### config.mk
export PLATFORM = sky130hd
export DESIGN_NAME = decode_queue
export DESIGN_NICKNAME = d
export VERILOG_FILES = /design/src/rtl/decode_queue_pkg.sv /design/src/rtl/decode_queue_core.sv /design/src/rtl/decode_queue.sv
export SDC_FILE = /design/constraint.sdc
export NUM_CORES = 1
export LEC_CHECK = 0
export CORE_ASPECT_RATIO = 0.8
export CORE_MARGIN = 2
export CORE_UTILIZATION = 45
export CTS_CLUSTER_DIAMETER = 80
export CTS_CLUSTER_SIZE = 12
export DETAILED_ROUTE_END_ITERATION = 7
export HOLD_SLACK_MARGIN = 0.1
export PLACE_DENSITY = 0.72
export SKIP_LAST_GASP = 1
export SYNTH_ARGS = -nofsm -noshare
export SYNTH_HDL_FRONTEND = slang
export SYNTH_SLANG_ARGS = --single-unit
### constraint.sdc
create_clock -name clk -period 9 [get_ports clk]
set_input_delay 0.9 -clock clk [delete_from_list [all_inputs] [get_ports clk]]
set_output_delay 0.9 -clock clk [all_outputs]
set_load 0.01 [all_outputs]
### src/rtl/decode_queue_pkg.sv
// Shared decode definitions for decode_queue: opcodes, format/write-back/
// memory-size codes, ALU operation codes, the decoded bundle and the
// immediate generator. The RV32M codes exist regardless of DECODE_RV32M_EN;
// only decode_core decides whether they can be produced.
package decode_queue_pkg;

  localparam logic [6:0] OP_LUI    = 7'b0110111;
  localparam logic [6:0] OP_AUIPC  = 7'b0010111;
  localparam logic [6:0] OP_JAL    = 7'b1101111;
  localparam logic [6:0] OP_JALR   = 7'b1100111;
  localparam logic [6:0] OP_BR     = 7'b1100011;
  localparam logic [6:0] OP_LOAD   = 7'b0000011;
  localparam logic [6:0] OP_STORE  = 7'b0100011;
  localparam logic [6:0] OP_FUNC1  = 7'b0010011;
  localparam logic [6:0] OP_FUNC2  = 7'b0110011;
  localparam logic [6:0] OP_FENCE  = 7'b0001111;
  localparam logic [6:0] OP_SYSTEM = 7'b1110011;

  localparam logic [6:0] F7_BASE = 7'b0000000;
  localparam logic [6:0] F7_ALT  = 7'b0100000;
  localparam logic [6:0] F7_MUL  = 7'b0000001;

  typedef enum logic [2:0] {
    FT_NONE = 3'd0, FT_R = 3'd1, FT_I = 3'd2, FT_S = 3'd3,
    FT_B    = 3'd4, FT_U = 3'd5, FT_J = 3'd6
  } fmt_e;

  typedef enum logic [1:0] {
    WB_NORMAL = 2'd0, WB_MEM = 2'd1, WB_PC = 2'd2, WB_NONE = 2'd3
  } wb_e;

  typedef enum logic [1:0] {
    DM_NONE = 2'd0, DM_BYTE = 2'd1, DM_HALF = 2'd2, DM_WORD = 2'd3
  } dm_e;

  typedef enum logic [4:0] {
    IADD   = 5'd0,  ISUB  = 5'd1,  ISLL    = 5'd2,  ISLT   = 5'd3,
    ISLTU  = 5'd4,  IXOR  = 5'd5,  ISRL    = 5'd6,  ISRA   = 5'd7,
    IOR    = 5'd8,  IAND  = 5'd9,  IPAS    = 5'd10, IBEQ   = 5'd11,
    IBNE   = 5'd12, IBLT  = 5'd13, IBGE    = 5'd14, IMUL   = 5'd15,
    IMULH  = 5'd16, IMULHSU = 5'd17, IMULHU = 5'd18, IDIV  = 5'd19,
    IDIVU  = 5'd20, IREM  = 5'd21, IREMU   = 5'd22
  } alu_e;

  typedef struct packed {
    alu_e        alu;
    logic [31:0] imm;
    fmt_e        fmt;
    wb_e         wb;
    dm_e         rd_size;
    dm_e         wr_size;
    logic [4:0]  rd;
    logic [4:0]  rs1;
    logic [4:0]  rs2;
    logic        load_signed;
    logic        pc_for_a;
    logic        branch;
    logic        illegal;
  } decoded_t;

  // funct3 -> ALU op shared by register-immediate and register-register forms
  function automatic alu_e base_alu(input logic [2:0] f3);
    case (f3)
      3'b000:  base_alu = IADD;
      3'b001:  base_alu = ISLL;
      3'b010:  base_alu = ISLT;
      3'b011:  base_alu = ISLTU;
      3'b100:  base_alu = IXOR;
      3'b101:  base_alu = ISRL;
      3'b110:  base_alu = IOR;
      default: base_alu = IAND;
    endcase
  endfunction

  function automatic logic [31:0] imm_gen(input logic [31:0] ir, input fmt_e fmt);
    case (fmt)
      FT_I:    imm_gen = {{20{ir[31]}}, ir[31:20]};
      FT_S:    imm_gen = {{20{ir[31]}}, ir[31:25], ir[11:7]};
      FT_B:    imm_gen = {{20{ir[31]}}, ir[7], ir[30:25], ir[11:8], 1'b0};
      FT_U:    imm_gen = {ir[31:12], 12'h000};
      FT_J:    imm_gen = {{11{ir[31]}}, ir[31], ir[19:12], ir[20], ir[30:21], 1'b0};
      default: imm_gen = 32'h0;
    endcase
  endfunction

endpackage

### src/rtl/decode_queue_core.sv
// decode_core: purely combinational RV32I instruction decode.
// Define DECODE_RV32M_EN to accept the RV32M multiply/divide group; without
// it those encodings are flagged illegal. Illegal words decode to the default
// bundle (plus illegal=1) so they can travel down the pipe as an exception.
module decode_core
  import decode_queue_pkg::*;
(
  input  logic [31:0] ir_i,
  output decoded_t    dec_o
);

  logic [2:0] f3;
  logic [6:0] f7;

  assign f3 = ir_i[14:12];
  assign f7 = ir_i[31:25];

  // opcode/funct decode, then collapse illegal words to the default bundle
  always_comb begin
    dec_o             = '0;
    dec_o.alu         = IADD;
    dec_o.fmt         = FT_NONE;
    dec_o.wb          = WB_NORMAL;
    dec_o.rd_size     = DM_NONE;
    dec_o.wr_size     = DM_NONE;

    case (ir_i[6:0])
      OP_LUI: begin
        dec_o.fmt = FT_U;
        dec_o.alu = IPAS;
      end
      OP_AUIPC: begin
        dec_o.fmt      = FT_U;
        dec_o.pc_for_a = 1'b1;
      end
      OP_JAL: begin
        dec_o.fmt      = FT_J;
        dec_o.wb       = WB_PC;
        dec_o.pc_for_a = 1'b1;
        dec_o.branch   = 1'b1;
      end
      OP_JALR: begin
        dec_o.fmt    = FT_I;
        dec_o.wb     = WB_PC;
        dec_o.branch = 1'b1;
      end
      OP_BR: begin
        dec_o.fmt    = FT_B;
        dec_o.wb     = WB_NONE;
        dec_o.branch = 1'b1;
        case (f3)
          3'b000:  dec_o.alu = IBEQ;
          3'b001:  dec_o.alu = IBNE;
          3'b100:  dec_o.alu = IBLT;
          3'b101:  dec_o.alu = IBGE;
          default: dec_o.illegal = 1'b1;
        endcase
      end
      OP_LOAD: begin
        dec_o.fmt = FT_I;
        dec_o.wb  = WB_MEM;
        case (f3)
          3'b000:  begin dec_o.rd_size = DM_BYTE; dec_o.load_signed = 1'b1; end
          3'b001:  begin dec_o.rd_size = DM_HALF; dec_o.load_signed = 1'b1; end
          3'b010:  begin dec_o.rd_size = DM_WORD; dec_o.load_signed = 1'b1; end
          3'b100:  dec_o.rd_size = DM_BYTE;
          3'b101:  dec_o.rd_size = DM_HALF;
          3'b110:  dec_o.rd_size = DM_WORD;
          default: dec_o.illegal = 1'b1;
        endcase
      end
      OP_STORE: begin
        dec_o.fmt = FT_S;
        dec_o.wb  = WB_NONE;
        case (f3)
          3'b000:  dec_o.wr_size = DM_BYTE;
          3'b001:  dec_o.wr_size = DM_HALF;
          3'b010:  dec_o.wr_size = DM_WORD;
          default: dec_o.illegal = 1'b1;
        endcase
      end
      OP_FUNC1: begin
        dec_o.fmt = FT_I;
        dec_o.alu = base_alu(f3);
        // shift-immediates carry funct7 in the upper immediate bits
        if (f3 == 3'b001 && f7 != F7_BASE) dec_o.illegal = 1'b1;
        if (f3 == 3'b101) begin
          if (f7 == F7_ALT)       dec_o.alu = ISRA;
          else if (f7 != F7_BASE) dec_o.illegal = 1'b1;
        end
      end
      OP_FUNC2: begin
        dec_o.fmt = FT_R;
        if (f7 == F7_BASE) begin
          dec_o.alu = base_alu(f3);
        end else if (f7 == F7_ALT) begin
          if (f3 == 3'b000)      dec_o.alu = ISUB;
          else if (f3 == 3'b101) dec_o.alu = ISRA;
          else                   dec_o.illegal = 1'b1;
        end else if (f7 == F7_MUL) begin
`ifdef DECODE_RV32M_EN
          case (f3)
            3'b000:  dec_o.alu = IMUL;
            3'b001:  dec_o.alu = IMULH;
            3'b010:  dec_o.alu = IMULHSU;
            3'b011:  dec_o.alu = IMULHU;
            3'b100:  dec_o.alu = IDIV;
            3'b101:  dec_o.alu = IDIVU;
            3'b110:  dec_o.alu = IREM;
            default: dec_o.alu = IREMU;
          endcase
`else
          dec_o.illegal = 1'b1;
`endif
        end else begin
          dec_o.illegal = 1'b1;
        end
      end
      OP_FENCE, OP_SYSTEM: begin
      end
      default: dec_o.illegal = 1'b1;
    endcase

    if (dec_o.illegal) begin
      dec_o.alu         = IADD;
      dec_o.fmt         = FT_NONE;
      dec_o.wb          = WB_NORMAL;
      dec_o.rd_size     = DM_NONE;
      dec_o.wr_size     = DM_NONE;
      dec_o.load_signed = 1'b0;
      dec_o.pc_for_a    = 1'b0;
      dec_o.branch      = 1'b0;
    end

    // only formats that write a register expose rd
    dec_o.rd  = (dec_o.fmt inside {FT_R, FT_I, FT_U, FT_J}) ? ir_i[11:7] : 5'd0;
    dec_o.rs1 = ir_i[19:15];
    dec_o.rs2 = ir_i[24:20];
    dec_o.imm = imm_gen(ir_i, dec_o.fmt);
  end

endmodule

### src/rtl/decode_queue.sv
// decode_queue: FIFO of decoded RV32I instructions between fetch and execute.
// Instructions are decoded by decode_core on entry; the queue only stores
// bundles and PCs and manages pointers, occupancy, handshakes and flush.
// Optional RV32M decode is enabled by defining DECODE_RV32M_EN.
module decode_queue
  import decode_queue_pkg::*;
#(
  parameter int DEPTH    = 4,
  parameter int PC_WIDTH = 32
) (
  input  logic                       clk,
  input  logic                       rst_n,
  input  logic                       flush,
  input  logic                       in_valid,
  output logic                       in_ready,
  input  logic [31:0]                in_ir,
  input  logic [PC_WIDTH-1:0]        in_pc,
  output logic                       out_valid,
  input  logic                       out_ready,
  output logic [PC_WIDTH-1:0]        out_pc,
  output logic [4:0]                 alu_instruction,
  output logic [31:0]                immediate_value,
  output logic [2:0]                 instruction_format_type,
  output logic [1:0]                 write_back_type,
  output logic [1:0]                 read_status,
  output logic [1:0]                 write_status,
  output logic [4:0]                 rd,
  output logic [4:0]                 rs1,
  output logic [4:0]                 rs2,
  output logic                       load_signed,
  output logic                       pc_for_input_a,
  output logic                       change_branch_instruction,
  output logic                       illegal,
  output logic [$clog2(DEPTH):0]     count
);

  localparam int AW = $clog2(DEPTH);
  localparam int CW = AW + 1;

  decoded_t              dec_in;
  decoded_t              mem_q [DEPTH];
  logic [PC_WIDTH-1:0]   pc_q  [DEPTH];
  logic [AW-1:0]         rd_ptr_q, rd_ptr_d;
  logic [AW-1:0]         wr_ptr_q, wr_ptr_d;
  logic [CW-1:0]         count_q,  count_d;
  logic                  push, pop;
  decoded_t              head;

  decode_core u_decode (
    .ir_i  (in_ir),
    .dec_o (dec_in)
  );

  // ready depends on registered occupancy only, so a full queue refuses a
  // push even in a cycle where the head is being consumed
  assign in_ready  = (count_q < CW'(DEPTH));
  assign out_valid = (count_q != '0);
  assign push      = in_valid && in_ready && !flush;
  assign pop       = out_valid && out_ready && !flush;

  // payload storage; contents are only observed while the entry is valid
  always_ff @(posedge clk) begin
    if (push) begin
      mem_q[wr_ptr_q] <= dec_in;
      pc_q[wr_ptr_q]  <= in_pc;
    end
  end

  // next pointer/occupancy; flush wins over any push or pop
  always_comb begin
    rd_ptr_d = rd_ptr_q;
    wr_ptr_d = wr_ptr_q;
    count_d  = count_q;
    if (flush) begin
      rd_ptr_d = '0;
      wr_ptr_d = '0;
      count_d  = '0;
    end else begin
      if (push) wr_ptr_d = wr_ptr_q + AW'(1);
      if (pop)  rd_ptr_d = rd_ptr_q + AW'(1);
      case ({push, pop})
        2'b10:   count_d = count_q + CW'(1);
        2'b01:   count_d = count_q - CW'(1);
        default: count_d = count_q;
      endcase
    end
  end

  // pointer and occupancy registers
  always_ff @(posedge clk or negedge rst_n) begin
    if (!rst_n) begin
      rd_ptr_q <= '0;
      wr_ptr_q <= '0;
      count_q  <= '0;
    end else begin
      rd_ptr_q <= rd_ptr_d;
      wr_ptr_q <= wr_ptr_d;
      count_q  <= count_d;
    end
  end

  // head entry is zeroed while empty so reset clears outputs asynchronously
  assign head   = out_valid ? mem_q[rd_ptr_q] : '0;
  assign out_pc = out_valid ? pc_q[rd_ptr_q]  : '0;

  assign alu_instruction           = head.alu;
  assign immediate_value           = head.imm;
  assign instruction_format_type   = head.fmt;
  assign write_back_type           = head.wb;
  assign read_status               = head.rd_size;
  assign write_status              = head.wr_size;
  assign rd                        = head.rd;
  assign rs1                       = head.rs1;
  assign rs2                       = head.rs2;
  assign load_signed               = head.load_signed;
  assign pc_for_input_a            = head.pc_for_a;
  assign change_branch_instruction = head.branch;
  assign illegal                   = head.illegal;
  assign count                     = count_q;

endmodule

**Yosys cells after proc, flatten, opt, wreduce, memory -nomap -nowiden**

Memory sizes are Yosys's and may differ from the RTL's.
Cells that the tools add are included.
Widths: inputs -> output; s select.

- Flip-flop bits (word level): 7
- RAM bits: 388
- Input port bits: 69
- Logic and storage cells: 109
- Memories: 2

Memory list:

| name | depth | bits a word | read ports | clocked after Yosys merged registers in | wr ports | RTL line | source |
|---|---|---|---|---|---|---|---|
| mem_q | 4 | 65 | 1 | 0 | 1 | decode_queue.sv:41 | `decoded_t mem_q [DEPTH];` |
| pc_q | 4 | 32 | 1 | 0 | 1 | decode_queue.sv:42 | `logic [PC_WIDTH-1:0] pc_q [DEPTH];` |

- Add/subtract/negate cells: 4
- $lt $le $gt $ge: 1
- Equal/unequal tests: 26
- Mux-type cells: 46
- Reduce and logical (&&, ||, !) cells: 27

Operators with widths:

| kind | count |
|---|---|
| $pmux 32 s5 | 1 |
| $mux 65 | 1 |
| $mux 5 | 7 |
| $mux 32 | 1 |
| $eq 7x6->1 const B | 4 |
| $eq 7x7->1 const B | 4 |
| $pmux 4 s7 | 1 |
| $pmux 5 s4 | 1 |
| $eq 3x3->1 const B | 6 |
| $pmux 2 s3 | 3 |
| $pmux 3 s6 | 1 |
| $mux 1 | 17 |
| $pmux 4 s4 | 1 |
| $eq 7x5->1 const B | 2 |
| $reduce_or 2->1 | 7 |
| $eq 3x2->1 const B | 4 |
| $mux 2 | 6 |
| $reduce_or 6->1 | 2 |
| $mux 3 | 3 |
| $mux 9 | 1 |
| $reduce_or 3->1 | 3 |
| $eq 7x2->1 const B | 1 |
| $eq 7x4->1 const B | 1 |
| $logic_not 7->1 | 1 |
| 17 further kinds | 25 |

**Logic depth before layout (Yosys ltp)**

- Depth in word-level cells: 11
- Mapped depth: 15

**Modules after synthesis**

From an unflattened synthesis, not the netlist that was laid out.

- Cell total of the unflattened synthesis: 844
- Area, all modules: 16,296.9 µm²

Modules (own cells, without submodules):

| module | times used | cells an instance | area an instance (µm²) | seq. area each (µm²) |
|---|---|---|---|---|
| decode_queue | 1 | 673 | 15,104.5 | 11,826.3 |
| decode_core | 1 | 171 | 1,192.4 | 0.0 |

**Worst setup path after synthesis**

No wires, ideal clock.

- Path kind: input-to-reg
- From: input in_ir[12]
- To: memory mem_q[0][48] (netlist name) (data pin)
- Data arrival time: 3,910 ps
- Data required time: 8,717 ps
- Setup slack: 4,807 ps
- Cell stages on the path: 15
- Path buffers: 2
- Cells stage by stage: inv_1 -> ha_1 -> buf_2 -> nor2_1 -> a22o_1 -> a21o_1 -> nor3_4 -> inv_2 -> nor4_1 -> inv_1 -> ha_1 -> or2_2 -> a32oi_1 -> buf_2 -> nand3_1

RTL lines:

| element | RTL line | source |
|---|---|---|
| from (decl) | decode_queue.sv:16 | `input logic [31:0] in_ir,` |
| to (decl) | decode_queue.sv:41 |  |

==> results by group <==
Critical path
  • CP top delay family: simple AND/OR/NAND/NOR gates
  • Worst path bufs/invs: 4
  • Worst setup EP type: flop
  • Critical Path RT: 9.18 ns
  • Crit path DAT: 5.92 ns
  • Slowest cell on the critical path: nor4_1
  • CP Class: in2reg
  • Worst R2R End: mem_q[3][21]$_DFFE_PP_
  • CP cell instances: clkdlybuf4s50_1 > inv_1 > ha_1 > mux2_2 > o2111ai_1 > a32o_1 > nor3_4 > inv_2 > nor4_1 > inv_1 > ha_1 > or2_2 > a32oi_1 > nand3_1
  • Reg2reg start: count[2]$_DFFE_PN0P_
  • Crit Path Max Fanout: 16
  • Crit path launch type: input pin
  • Reg-to-reg setup timing slack: 5.95 ns
  • FF-to-FF path depth: 4
  • CP max stage delay: 0.87 ns

Floorplan
  • Die span in x: about 220 um
  • Die footprint: 37,350 sq um
  • # rows: 61
  • Die Ht: ~170 um
  • Starting density of the core: 46.01%
  • Core area: 35,030 sq um
  • # IOs: 171

Clocking
  • Hold-fix buffers, CTS: 0
  • CTS max path bufs: 3
  • Number of post-CTS setup repair buffers: 0
  • Worst skew pair latency: 0.52 ns
  • Num Clock Sinks: 391
  • H-Tree Depth: 2
  • Clock-pin slew on the worst setup and hold paths: 0.06 ns
  • Total CTS buffers: 38
  • TritonCTS clock tree: done
  • Post-CTS sizing: 0
  • Root Buffer: clkbuf_16

Final layout
  • Share of post-route cells with drive strength above 1: 15.79%
  • Final net count: 1,108
  • Finished Layout Cells: 1,504
  • Number of diodes: 0
  • Fillers: about 2,700
  • Area Growth Syn to Fin: 19.69%

Logic synthesis
  • Synthesized area: 16,120 sq um
  • Prevailing post-synth register cell: edfxtp_1
  • Synth unique cells: 55
  • Mapped Nets: 942
  • Syn_area_per_cell: 18.78 sq um
  • Top post-synthesis cells by area: edfxtp_1, mux4_2, and2_1, dfrtp_1, ha_1
  • YS warnings: 0
  • Flops & latches, synth: around 390
  • Most frequent cell after synthesis: edfxtp_1
  • Post-synthesis sequential area ratio: 72.63%
  • Top-area cell type share of the netlist area: 71.55%
  • Post-synth EDFFs: 384
  • Syn Inst Count: 858
  • Commonest cells post-synth: edfxtp_1, and2_1, mux4_2
  • Synth async-reset ratio: 1.790%
  • Yosys top cell by area: edfxtp_1

Power and ir drop
  • P_sw: about 1.4 mW
  • Clock power share: about a quarter
  • Max VDD drop: 193.1 uV
  • Gate power share: 31.9%
  • Leak: 6.295 nW
  • Switch share: 27.53%
  • Cell-internal power: 3.794 mW
  • Seq pwr share: 41.5%
  • Pwr/cell area: 271.4 nW/um^2

Route
  • ANT nets after route: 0
  • Via count: 8,442
  • Initial DRC Count: between 600 and 700
  • Vias per inst: around 5.6
  • Pre-antenna DRT Iters: 5
  • Final WL: 34,630 um
  • Residual DRC count: 0
  • Avg WL per Cell: 23.02 um

GRT
  • First-pass GRT wire length: 53,380 um
  • Vias in the first global route: 8,827
  • Largest net degree at the start of global routing: 100
  • Antenna violations before repair: 0
  • Total gr overflow: 0
  • Gr usage total: roughly a fifth

STA
  • Setup tns final: 0 ns
  • Slew HR: a little over a quarter
  • Final Hold Fails: 0
  • RSZ-0062 raised after global routing: no
  • Slew @ Worst Pin: about 1.1 ns
  • Final Cycle Share: 63.76%
  • Tmin final: 5.738 ns
  • Slew Viols, Final: 0
  • FMAX: 174.3 MHz
  • Final setup vio count: 0
  • Clk_skew: 0.01145 ns

Place
  • Port Buf Inserts: about 170
  • DP Cell Count: 1,456
  • RD Place Congestion: 0.8491
  • DP HPWL: 20,990 um

Outcome
  • Status: finished clean

Hold path
  • Hold-critical path depth: 2
  • Hold path start: count[1]$_DFFE_PN0P_
  • Hold path endpoint: count[1]$_DFFE_PN0P_
  • Hold Crit Class: reg2reg

Job
  • Max cap viols: 0
## metal layers
layer / vias up / GRT usage (%) / part of all wire (%)
met5: - / 0 / 0
met3: 47 / 4.070 / 6.8
met1: 4384 / 27.35 / 45
met2: 288 / 29.49 / 47
li1: 3723 / - / -
met4: 0 / 4.224 / 1.7
## registers in the layout (all words and copies together), names as in the netlist
| register | flops |
|---|---|
| count | 3 |
| rd_ptr_q | 2 |
| wr_ptr_q | 2 |
| pc_q | 128 |
| mem_q | 256 |
## tightest hold or removal path: cells and delay by family, from the launching register on
| kind | cells | cell delay [ns] |
|---|---|---|
| and+or+nand+nor | 1 | 0.08 |
| DFF | 1 | 0.41 |
| muxes | 1 | 0.09 |
## power by group through the flow
stage          Clock (mW)  Combinational, mW  Sequential (mW)
2_1_floorplan           0              0.925             2.17
3_3_place_gp            0               1.70             2.21
3_5_place_dp            0               1.71             2.21
4_1_cts              1.43               1.71             2.18
5_1_grt              1.51               1.80             2.19
6_report             1.40               1.67             2.17
## cells in the final DEF, fill, tap and decap left out, types with 4 or more instances in the layout
cell,synthesis,routed
clkbuf_16,0,39
or2_2,5,5
a21oi_1,11,11
nor2b_1,9,9
dfrtp_1,7,5
nand3_1,34,34
mux4_2,96,96
or3_1,5,4
a22o_1,6,6
inv_1,10,10
buf_4,2,6
mux2i_1,4,4
clkbuf_1,29,7
and2_4,0,4
nor4_1,4,4
o21a_1,7,7
clkdlybuf4s50_1,0,169
edfxtp_1,384,384
nand2_1,28,28
nor2_1,24,24
and2_1,101,97
nor3_1,7,7
ha_1,14,14
## per-stage QoR
stage          util, %  total power, mW  instance area [sq um]  hold slack (ns)  setup slack [ns]
3_3_place_gp     52.16            3.908                  18270           0.5961             2.949
4_1_cts          55.06            5.322                  19290           0.6209             3.220
5_1_grt          55.06            5.495                  19290           0.6382             2.681
3_5_place_dp     52.16            3.919                  18270           0.6111             2.640
6_report         55.06            5.235                  19290           0.6186             3.262
2_1_floorplan        -            3.099                  16120           0.5616             4.807
## worst max path at each step
stage / startpoint / endpoint / cells past startpoint
2_1_floorplan: in_ir[12] / mem_q[0][48]$_DFFE_PP_ / 15
3_3_place_gp: in_ir[13] / mem_q[0][49]$_DFFE_PP_ / 14
3_5_place_dp: in_ir[13] / mem_q[2][48]$_DFFE_PP_ / 14
4_1_cts: in_ir[13] / mem_q[3][48]$_DFFE_PP_ / 14
5_1_grt: in_ir[13] / mem_q[0][54]$_DFFE_PP_ / 14
6_report: in_ir[13] / mem_q[3][48]$_DFFE_PP_ / 14
## cell families after synthesis
logic type               Yosys count  synth area share (%)
flip-flops                       391                 72.63
XOR/XNOR                           5                0.2718
AND/OR/NAND/NOR                  229                 8.051
other                              1               0.02327
AO/OA/AOI/OAI                     54                 2.391
adder cells (fa/ha/maj)           15                 1.211
multiplexers                     102                 13.83
buffers and inverters             61                 1.591
## layout make-up
class | count | area [sq um] | share of cell area [%]
tap | 472 | 590.6 | 3.062
inverter | 11 | 41.29 | 0.2140
clock buffer | 46 | 1002 | 5.196
clock inverter | 2 | 16.27 | 0.08432
sequential | 391 | 11710 | 60.72
multi-input combinational | 406 | 4169 | 21.61
timing repair buffer | 176 | 1757 | 9.107
No activity file was read; power rests on OpenSTA's default activity.
